<file path="src/rtl/ws2812b_pkg.sv">
// Shared definitions for the WS2812B snoop path: frame FSM states and line
// timing constants used by the decoder and the frame controller.
package ws2812b_pkg;

  typedef enum logic [1:0] {
    SYNC,
    IDLE,
    RECEIVE
  } frame_state_t;

  localparam int PIXEL_BITS           = 24;
  localparam int DEFAULT_RESET_CYCLES = 3200;
  // High-time split point between a 0 bit (~0.4 us) and a 1 bit (~0.8 us) at 64 MHz
  localparam int THRESHOLD            = 38;

endpackage

</file>
<file path="src/rtl/ws2812b_gap_detector.sv">
// Synchronizes the raw line and flags a latch gap: one pulse when the line
// has been low for RESET_CYCLES consecutive cycles, re-armed by any high.
module ws2812b_gap_detector
  import ws2812b_pkg::*;
#(
  parameter int RESET_CYCLES = DEFAULT_RESET_CYCLES
) (
  input  logic clk,
  input  logic reset,
  input  logic din,
  output logic gap
);

  localparam int CW = $clog2(RESET_CYCLES + 1);

  logic [1:0]    sync_reg;
  logic [CW-1:0] low_cnt_reg;
  logic          gap_reg;

  always_ff @(posedge clk or posedge reset) begin
    if (reset) begin
      sync_reg    <= '0;
      low_cnt_reg <= '0;
      gap_reg     <= 1'b0;
    end else begin
      sync_reg <= {sync_reg[0], din};
      if (sync_reg[1]) begin
        low_cnt_reg <= '0;
      end else if (low_cnt_reg != CW'(RESET_CYCLES)) begin
        low_cnt_reg <= low_cnt_reg + CW'(1);
      end
      // Fires in the same cycle the counter lands on RESET_CYCLES; saturation blocks re-fire
      gap_reg <= !sync_reg[1] && (low_cnt_reg == CW'(RESET_CYCLES - 1));
    end
  end

  assign gap = gap_reg;

endmodule

</file>
<file path="src/rtl/ws2812b_frame_ctrl.sv">
// Frame-level WS2812B controller: assembles decoded bits into GRB words,
// captures the word at a chosen chain position and reports frame status.
module ws2812b_frame_ctrl
  import ws2812b_pkg::*;
#(
  parameter int CLK_HZ       = 64000000,
  parameter int RESET_CYCLES = DEFAULT_RESET_CYCLES,
  parameter int IDX_W        = 8
) (
  input  logic             clk,
  input  logic             reset,
  input  logic             din,
  input  logic             bit_valid,
  input  logic             bit_value,
  input  logic             enable,
  input  logic [IDX_W-1:0] target_index,
  output logic [23:0]      pixel_data,
  output logic             pixel_valid,
  output logic [IDX_W-1:0] pixel_count,
  output logic             frame_active,
  output logic             frame_done,
  output logic             err_partial
);

  localparam int BCW = $clog2(PIXEL_BITS);

  if (RESET_CYCLES < 2 || CLK_HZ < 1) begin : g_param_check
    $error("ws2812b_frame_ctrl: RESET_CYCLES must be >= 2 and CLK_HZ positive");
  end

  logic gap;

  ws2812b_gap_detector #(
    .RESET_CYCLES(RESET_CYCLES)
  ) u_gap (
    .clk  (clk),
    .reset(reset),
    .din  (din),
    .gap  (gap)
  );

  frame_state_t            state_reg;
  // Only 23 bits are kept: the completing bit is taken straight from bit_value
  logic [PIXEL_BITS-2:0]   shreg_reg;
  logic [BCW-1:0]          bit_cnt_reg;
  logic [IDX_W-1:0]        pix_idx_reg;
  logic [IDX_W-1:0]        target_reg;
  logic [23:0]             pixel_data_reg;
  logic                    pixel_valid_reg;
  logic [IDX_W-1:0]        pixel_count_reg;
  logic                    frame_active_reg;
  logic                    frame_done_reg;
  logic                    err_partial_reg;

  logic                    word_done;
  logic [BCW-1:0]          bit_cnt_next;

  assign word_done    = bit_valid && (bit_cnt_reg == BCW'(PIXEL_BITS - 1));
  assign bit_cnt_next = !bit_valid ? bit_cnt_reg :
                        word_done  ? '0 : bit_cnt_reg + BCW'(1);

  always_ff @(posedge clk or posedge reset) begin
    if (reset) begin
      state_reg        <= SYNC;
      shreg_reg        <= '0;
      bit_cnt_reg      <= '0;
      pix_idx_reg      <= '0;
      target_reg       <= '0;
      pixel_data_reg   <= '0;
      pixel_valid_reg  <= 1'b0;
      pixel_count_reg  <= '0;
      frame_active_reg <= 1'b0;
      frame_done_reg   <= 1'b0;
      err_partial_reg  <= 1'b0;
    end else begin
      pixel_valid_reg <= 1'b0;
      frame_done_reg  <= 1'b0;
      if (!enable) begin
        state_reg        <= SYNC;
        frame_active_reg <= 1'b0;
      end else begin
        case (state_reg)
          SYNC: begin
            if (gap) state_reg <= IDLE;
          end
          IDLE: begin
            if (bit_valid) begin
              target_reg       <= target_index;
              pixel_count_reg  <= '0;
              pix_idx_reg      <= '0;
              err_partial_reg  <= 1'b0;
              shreg_reg        <= {{(PIXEL_BITS-2){1'b0}}, bit_value};
              bit_cnt_reg      <= BCW'(1);
              frame_active_reg <= 1'b1;
              state_reg        <= RECEIVE;
            end
          end
          RECEIVE: begin
            if (bit_valid) begin
              shreg_reg   <= {shreg_reg[PIXEL_BITS-3:0], bit_value};
              bit_cnt_reg <= bit_cnt_next;
              if (word_done) begin
                if (pixel_count_reg != '1) pixel_count_reg <= pixel_count_reg + IDX_W'(1);
                if (pix_idx_reg != '1) pix_idx_reg <= pix_idx_reg + IDX_W'(1);
                if (pix_idx_reg == target_reg) begin
                  pixel_data_reg  <= {shreg_reg, bit_value};
                  pixel_valid_reg <= 1'b1;
                end
              end
            end
            // A gap in the same cycle closes the frame after the bit is accounted for
            if (gap) begin
              frame_done_reg   <= 1'b1;
              frame_active_reg <= 1'b0;
              err_partial_reg  <= (bit_cnt_next != '0);
              bit_cnt_reg      <= '0;
              shreg_reg        <= '0;
              state_reg        <= IDLE;
            end
          end
          default: state_reg <= SYNC;
        endcase
      end
    end
  end

  assign pixel_data   = pixel_data_reg;
  assign pixel_valid  = pixel_valid_reg;
  assign pixel_count  = pixel_count_reg;
  assign frame_active = frame_active_reg;
  assign frame_done   = frame_done_reg;
  assign err_partial  = err_partial_reg;

endmodule

</file>
<file path="config.mk">
export PLATFORM = sky130hd
export DESIGN_NAME = ws2812b_frame_ctrl
export DESIGN_NICKNAME = d
export VERILOG_FILES = /design/src/rtl/ws2812b_pkg.sv /design/src/rtl/ws2812b_gap_detector.sv /design/src/rtl/ws2812b_frame_ctrl.sv
export SDC_FILE = /design/constraint.sdc
export NUM_CORES = 1
export LEC_CHECK = 0
export ABC_AREA = 1
export BUFFER_PORTS_ARGS = -buffer_cell sky130_fd_sc_hd__buf_2
export CORE_ASPECT_RATIO = 1.5
export CORE_UTILIZATION = 55
export CTS_CLUSTER_SIZE = 24
export DETAILED_ROUTE_END_ITERATION = 12
export GPL_TIMING_DRIVEN = 0
export PLACE_DENSITY = 0.85
export SKIP_CTS_REPAIR_TIMING = 1
export SLEW_MARGIN = 20
export SYNTH_ARGS = -nofsm -noshare
export SYNTH_HDL_FRONTEND = slang
export SYNTH_SLANG_ARGS = --single-unit
</file>
<file path="constraint.sdc">
create_clock -name clk -period 4.1 [get_ports clk]
set_clock_uncertainty 0.05 [all_clocks]
set_input_delay 0.41 -clock clk [delete_from_list [all_inputs] [get_ports clk]]
set_output_delay 0.41 -clock clk [all_outputs]
set_load 0.005 [all_outputs]
</file>
==> flow_summary_export.csv, run 1 <==
group,metric,value,unit
worst_setup_path,reg2reg_slack,2.29,ns
logic_synthesis,async_flop_share,100.0,%
logic_synthesis,synth-edff-count,0,
logic_synthesis,ys_warn_count,0,
finish,layout_commonest_cell,"nand2_1",
global_route,grt_pass1_wl,16630,um
clocking,cts_tree,"done",
logic_synthesis,ys_seq_area_share,53.38,%
logic_synthesis,synth_compound_area_share,6.742,%
placed_design,port_buffers,49,
timing,drv_slew,0,
finish,final_util,65.73,%
floorplan,core_region_area,8008,um^2
power,netSwitchingPower,386.6,uW
worst_setup_path,worstSetupEndpointType,"flip-flop",
worst_setup_path,critPathMaxFanout,10,
routing,ant_nets,0,
power,power.internal,1.482,mW
timing,fin_hold_ws,-0.003072,ns
logic_synthesis,syn-num-nets,541,
power,pwr-share-seq,51.7,%
logic_synthesis,yosys-top-cells-area,"dfrtp_1, nand2_1, nand3_1",
power,clkPwrFrac,45.7,%
clocking,clock_sinks,97,
run,drv_cap,0,
worst_setup_path,cp.required,4.28,ns
finish,syn2layout_area_growth,15.77,%
timing,tightest_slew,0.4467,ns
logic_synthesis,synth.distinct_cells,33,
finish,largest_reg_flops,24,
routing,num_vias,3733,
clocking,cts_buffers,9,
timing,hold_viol,1,
global_route,grt_use_total,24.38,%
global_route,grt_antenna_before_repair,0,
logic_synthesis,yosysTopAreaCell,"dfrtp_1",
clocking,cts_buffer_depth,2,
floorplan,initial_core_util,56.78,%
routing,wl,9576,um
floorplan,die-height,113.4,um
finish,layout-drive-gt1-share,18.54,%
worst_setup_path,cp.arrival,1.99,ns
routing,drtIter0Drc,200,
clocking,htree_num_levels,3,
worst_setup_path,criticalPathCategory,"reg2reg",
logic_synthesis,yosys.area_share.simple,26.61,%
floorplan,io_pins,50,
clocking,path_clk_slew,0.06,ns
run_status,violations,"hold timing",
power,switching_share,20.69,%
global_route,grt_pass1_vias,3735,
timing,fin_crit_sh,44.17,%
logic_synthesis,synth-adder-area-share,1.376,%
timing,max-slew-margin-rel,70.22,%
logic_synthesis,synth.top_cell.area_share,53.38,%
finish,nNetsFinal,602,
routing,drc_errors,0,
logic_synthesis,syn-instance-count,522,
power,combinationalPowerShare,2.6,%
logic_synthesis,syn_area,4547,um^2
routing,wl_per_cell,13.82,um
finish,antenna_cells,0,
floorplan,dieArea,8642,um^2
finish,final_cell_mix,"nand2_1, dfrtp_1, inv_1, buf_2, nand3_1",
floorplan,core.rowCount,40,
logic_synthesis,synth_top_family_by_area,"simple AND/OR/NAND/NOR gates",
worst_setup_path,critPathLaunchType,"flip-flop",
global_route,grt_overflow,0,
logic_synthesis,ys_ff_latch,97,
timing,setup_violations,0,
global_route,grt_max_degree,62,
power,power_density,354.9,nW/um^2
power,leakagePower,2.868,nW
finish,nFillCells,627,
worst_hold_path,hold_path_class,"in2async",
run_status,outcome,"complete, but fails checks",
timing,setup-tns-final,0,ns
clocking,cts-root-buf,"clkbuf_16",
timing,fin_crit,1.811,ns
logic_synthesis,ys.flop_type,"dfrtp_1",
placed_design,gp_congestion,0.8455,
routing,first_pass_iters,5,
floorplan,die_w,76.24,um
logic_synthesis,synth-xor-area-share,2.697,%
timing,max_freq,552.1,MHz
routing,viasPerCell,5.387,
timing,rsz0062_at_grt,"no",
logic_synthesis,synth.avg_cell_area,8.710,um^2
logic_synthesis,synth_mux_area_share,1.734,%
placed_design,hpwl,6982,um
power,vdd_drop_max,0.0002936,V
clocking,insertion_delay,0.35,ns
## cells in the mapped netlist (5+ instances only)
library cell / instances
o21ai_0: 14
nor2_4: 5
buf_6: 5
o22ai_1: 24
ha_1: 5
nand3_1: 54
inv_1: 57
dfrtp_1: 97
xor2_1: 8
buf_2: 7
xnor2_1: 6
mux2_2: 7
inv_2: 5
nor2_1: 36
a21oi_1: 7
nand4_1: 9
nand2_1: 146
## path summary, 6_finish.rpt
path                              startpoint           endpoint  depth (start not counted)
hold reg to reg            u_gap.sync_reg[0]  u_gap.sync_reg[1]                          0
min in group clk                         din  u_gap.sync_reg[0]                          1
setup / recovery              bit_cnt_reg[0]     pixel_data[14]                          8
max in group asynchronous              reset     pix_idx_reg[4]                          3
setup reg to reg              bit_cnt_reg[0]     pixel_data[14]                          8
hold / removal                         reset        pixel_valid                          2
## critical path: stages (launching register included)
cell	delay, ns
dfrtp_1	0.40
ha_1	0.23
nand3_2	0.13
nor2_2	0.19
nand3_2	0.13
nand3b_4	0.24
buf_6	0.17
nand2_1	0.06
nand2_1	0.07
## power by group through the flow
stage               logic, mW  clock network (mW)  registers (mW)
floorplan              0.0300                   0           0.982
CTS                    0.0507               0.867           0.965
finish                 0.0492               0.854           0.965
global placement       0.0446                   0           0.983
detailed placement     0.0503                   0           0.983
global route           0.0566               0.905           0.965
## routing by layer
layer / routed length, um / global-route usage, % / vias up
met5: 0 / 0 / -
met4: 191 / 10.26 / 0
met3: 337 / 4.758 / 14
met2: 5402 / 46.49 / 85
met1: 3645 / 25.84 / 1815
li1: - / - / 1819
## stage by stage
stage | setup WS (ns) | cells | instance area (um^2) | total power [mW]
after detailed placement | 2.332 | 677 | 4956 | 1.033
after CTS | 2.278 | 693 | 5264 | 1.883
after global routing | 2.165 | 693 | 5264 | 1.926
final | 2.289 | 693 | 5264 | 1.868
after global placement | 0.1423 | 676 | 4923 | 1.027
after floorplan | 1.106 | 522 | 4547 | 1.012
## area by class of cell
cell class | count | area, um^2 | share of cell area (%)
Buffer | 15 | 106.4 | 2.020
Clock buffer | 12 | 256.5 | 4.873
Clock inverter | 4 | 51.30 | 0.9746
Inverter | 62 | 237.7 | 4.516
Multi-Input combinational cell | 348 | 1780 | 33.82
Sequential cell | 97 | 2427 | 46.11
Tap cell | 105 | 131.4 | 2.496
Timing Repair Buffer | 50 | 272.8 | 5.182
## cells by family after synthesis
group,after synthesis
AOI/OAI and AO/OA,53
xor gates and xnor gates,14
adders and majority gates,5
buffers and inverters,77
DFF,97
muxes,7
and+or+nand+nor,269
(Power assumes the default switching activity.)
==> run 2, diff against run 1 <==
ABC_AREA = 0   (was 1)
CORE_UTILIZATION = 52   (was 55)
PLACE_DENSITY = 0.84   (was 0.85)
clock period = 1.6 ns   (was 4.1 ns; I/O delays follow)
==> flow_summary_export.csv, run 2 <==
group,metric,value,unit
timing,max-slew-margin-rel,70.10,%
timing,finalWorstSetupSlack,-0.5541,ns
timing,rsz0062_at_grt,"yes",
worst_setup_path,cp.required,1.77,ns
routing,num_vias,3426,
worst_setup_path,cp.arrival,2.33,ns
timing,hold_viol,0,
global_route,grt_overflow,0,
worst_setup_path,r2r_cells,8,
worst_setup_path,critPathLaunch,"bit_cnt_reg[0]",
power,leakagePower,2.771,nW
floorplan,dieArea,8835,um^2
placed_design,port_buffers,48,
global_route,grt_max_degree,38,
logic_synthesis,syn_area,4397,um^2
power,power_density,874.3,nW/um^2
finish,layout_commonest_cell,"dfrtp_1",
worst_setup_path,reg2reg_from,"bit_cnt_reg[0]",
routing,wl_per_cell,16.89,um
routing,drc_errors,0,
logic_synthesis,synth.top_cell.area_share,55.21,%
timing,setup_violations,75,
logic_synthesis,yosysTopAreaCell,"dfrtp_1",
worst_setup_path,worstSetupEndpointType,"flip-flop",
logic_synthesis,ys_seq_area_share,55.21,%
finish,syn2layout_area_growth,28.49,%
logic_synthesis,synth.avg_cell_area,11.22,um^2
floorplan,core_region_area,8108,um^2
logic_synthesis,async_flop_share,100.0,%
worst_setup_path,reg2reg_slack,-0.55,ns
global_route,grt_pass1_vias,3196,
timing,tightest_slew,0.4485,ns
logic_synthesis,ys_warn_count,0,
floorplan,die_w,77.08,um
logic_synthesis,yosysMostFrequentCell,"dfrtp_1",
worst_hold_path,hold_path.startpoint,"bit_value",
logic_synthesis,synth.distinct_cells,46,
timing,max_freq,464.2,MHz
logic_synthesis,syn-instance-count,392,
clocking,cts-root-buf,"clkbuf_16",
clocking,cts_buffer_depth,2,
global_route,grt_use_total,22.16,%
clocking,clock_sinks,97,
run_status,outcome,"complete, but fails checks",
run,drv_cap,0,
worst_hold_path,hold_path_class,"in2reg",
timing,fin_crit,2.154,ns
finish,nNetsFinal,509,
worst_setup_path,r2r-end,"pixel_data[15]",
routing,drtIter0Drc,252,
floorplan,initial_core_util,54.23,%
global_route,grt_antenna_before_repair,0,
finish,layout-drive-gt1-share,35.02,%
worst_setup_path,criticalPathCategory,"reg2reg",
clocking,htree_num_levels,3,
finish,largest_reg_flops,24,
clocking,insertion_delay,0.34,ns
timing,drv_slew,0,
routing,first_pass_iters,5,
clocking,path_clk_slew,0.07,ns
logic_synthesis,ys_ff_latch,97,
clocking,cts_buffers,9,
timing,fin_hold_ws,0.03344,ns
floorplan,io_pins,50,
logic_synthesis,synth_commonest_cells,"dfrtp_1, nand2_1, a22o_1",
global_route,grt_pass1_wl,15300,um
floorplan,die-height,114.6,um
finish,final_cell_mix,"dfrtp_1, buf_2, nand2_1, buf_4, a22o_1",
worst_hold_path,hold_path_depth,2,
routing,ant_nets,0,
finish,final_util,69.68,%
worst_setup_path,critPathLaunchType,"flip-flop",
clocking,cts_tree,"done",
logic_synthesis,synth-edff-count,0,
timing,setup-tns-final,-17.74,ns
logic_synthesis,ys.flop_type,"dfrtp_1",
routing,wl,10120,um
run_status,violations,"setup timing",
worst_hold_path,hold_path_end,"pixel_data[0]",
power,vdd_drop_max,0.0007379,V
placed_design,place_ws,-0.5929,ns
logic_synthesis,yosys-top-cells-area,"dfrtp_1, mux2_4, a22o_1",
finish,nFillCells,573,
floorplan,core.rowCount,40,
worst_setup_path,critPathMaxFanout,10,
finish,antenna_cells,0,
routing,viasPerCell,5.720,
power,fin_total_pwr,4.939,mW
placed_design,gp_congestion,0.8644,
timing,fin_crit_sh,134.6,%
logic_synthesis,syn-num-nets,411,
placed_design,hpwl,6219,um
-- run 2: cell count changes after synthesis, moves of 8 or more --
| cell | before | now |
|---|---|---|
| a21oi_1 | 7 | 17 |
| inv_1 | 57 | 12 |
| nand3_1 | 54 | 14 |
| nor2_1 | 36 | 21 |
| a22o_1 | 0 | 24 |
| xnor2_1 | 6 | 14 |
| o22ai_1 | 24 | 0 |
| nand2_1 | 146 | 50 |
| mux2_4 | 0 | 20 |
| clkbuf_1 | 2 | 11 |
-- run 2: power by group --
part / internal (mW) / total [mW] / leakage [nW] / switching (mW)
Combinational: 0.108 / 0.249 / 1.31 / 0.140
Clock: 1.25 / 2.16 / 0.146 / 0.911
Sequential: 2.49 / 2.53 / 1.32 / 0.0420
-- run 2: cell families (layout without fill, tap and decap cells) --
family / count (synthesis) / count (layout) / share of synthesized area (%)
buffers and inverters: 28 / 130 / 3.358
AOI/OAI and AO/OA: 82 / 82 / 12.89
and+or+nand+nor: 136 / 136 / 15.28
DFF: 97 / 97 / 55.21
adders and majority gates: 5 / 5 / 1.423
xor gates and xnor gates: 20 / 20 / 3.984
muxes: 24 / 24 / 7.854
-- run 2: worst max-delay path by stage --
stage | end | depth (start not counted) | slack, ns
after floorplan | pixel_data[0] | 8 | -0.38
after global placement | pixel_data[3] | 8 | -0.56
after detailed placement | pixel_data[18] | 8 | -0.59
after CTS | pixel_data[15] | 8 | -0.61
after global routing | pixel_data[18] | 8 | -0.56
final | pixel_data[15] | 8 | -0.55
-- run 2: cell type report --
| type | count | area, um^2 | area share (%) |
|---|---|---|---|
| sequential | 97 | 2435 | 43.10 |
| multi-input combinational | 267 | 2009 | 35.57 |
| timing repair buffer | 88 | 603.1 | 10.68 |
| clock buffer | 11 | 242.7 | 4.297 |
| tap | 105 | 131.4 | 2.326 |
| buffer | 15 | 126.4 | 2.237 |
| clock inverter | 4 | 52.55 | 0.9302 |
| inverter | 12 | 48.80 | 0.8638 |
-- run 2: metrics by stage --
| stage | instance area [um^2] | cells |
|---|---|---|
| 4_1_cts | 5154 | 563 |
| 6_report | 5649 | 599 |
| 3_3_place_gp | 4798 | 545 |
| 5_1_grt | 5649 | 599 |
| 3_5_place_dp | 4858 | 548 |
| 2_1_floorplan | 4427 | 392 |
-- run 2: critical path, cell delays in order (launching register included) --
cell and delay [ns]:
dfrtp_2 0.42, ha_4 0.17, nand3_4 0.10, nor2_4 0.16, nand4_1 0.15, or3_1 0.38, buf_6 0.16, buf_12 0.14
mux2_4 0.30
-- run 2: metal layers --
| layer | vias to the layer above | track usage (%) | routed length, um |
|---|---|---|---|
| li1 | 1593 | - | - |
| met1 | 1705 | 26.68 | 4176 |
| met2 | 111 | 38.45 | 5315 |
| met3 | 17 | 4.382 | 394 |
| met4 | 0 | 9.686 | 229 |
| met5 | - | 0 | 0 |
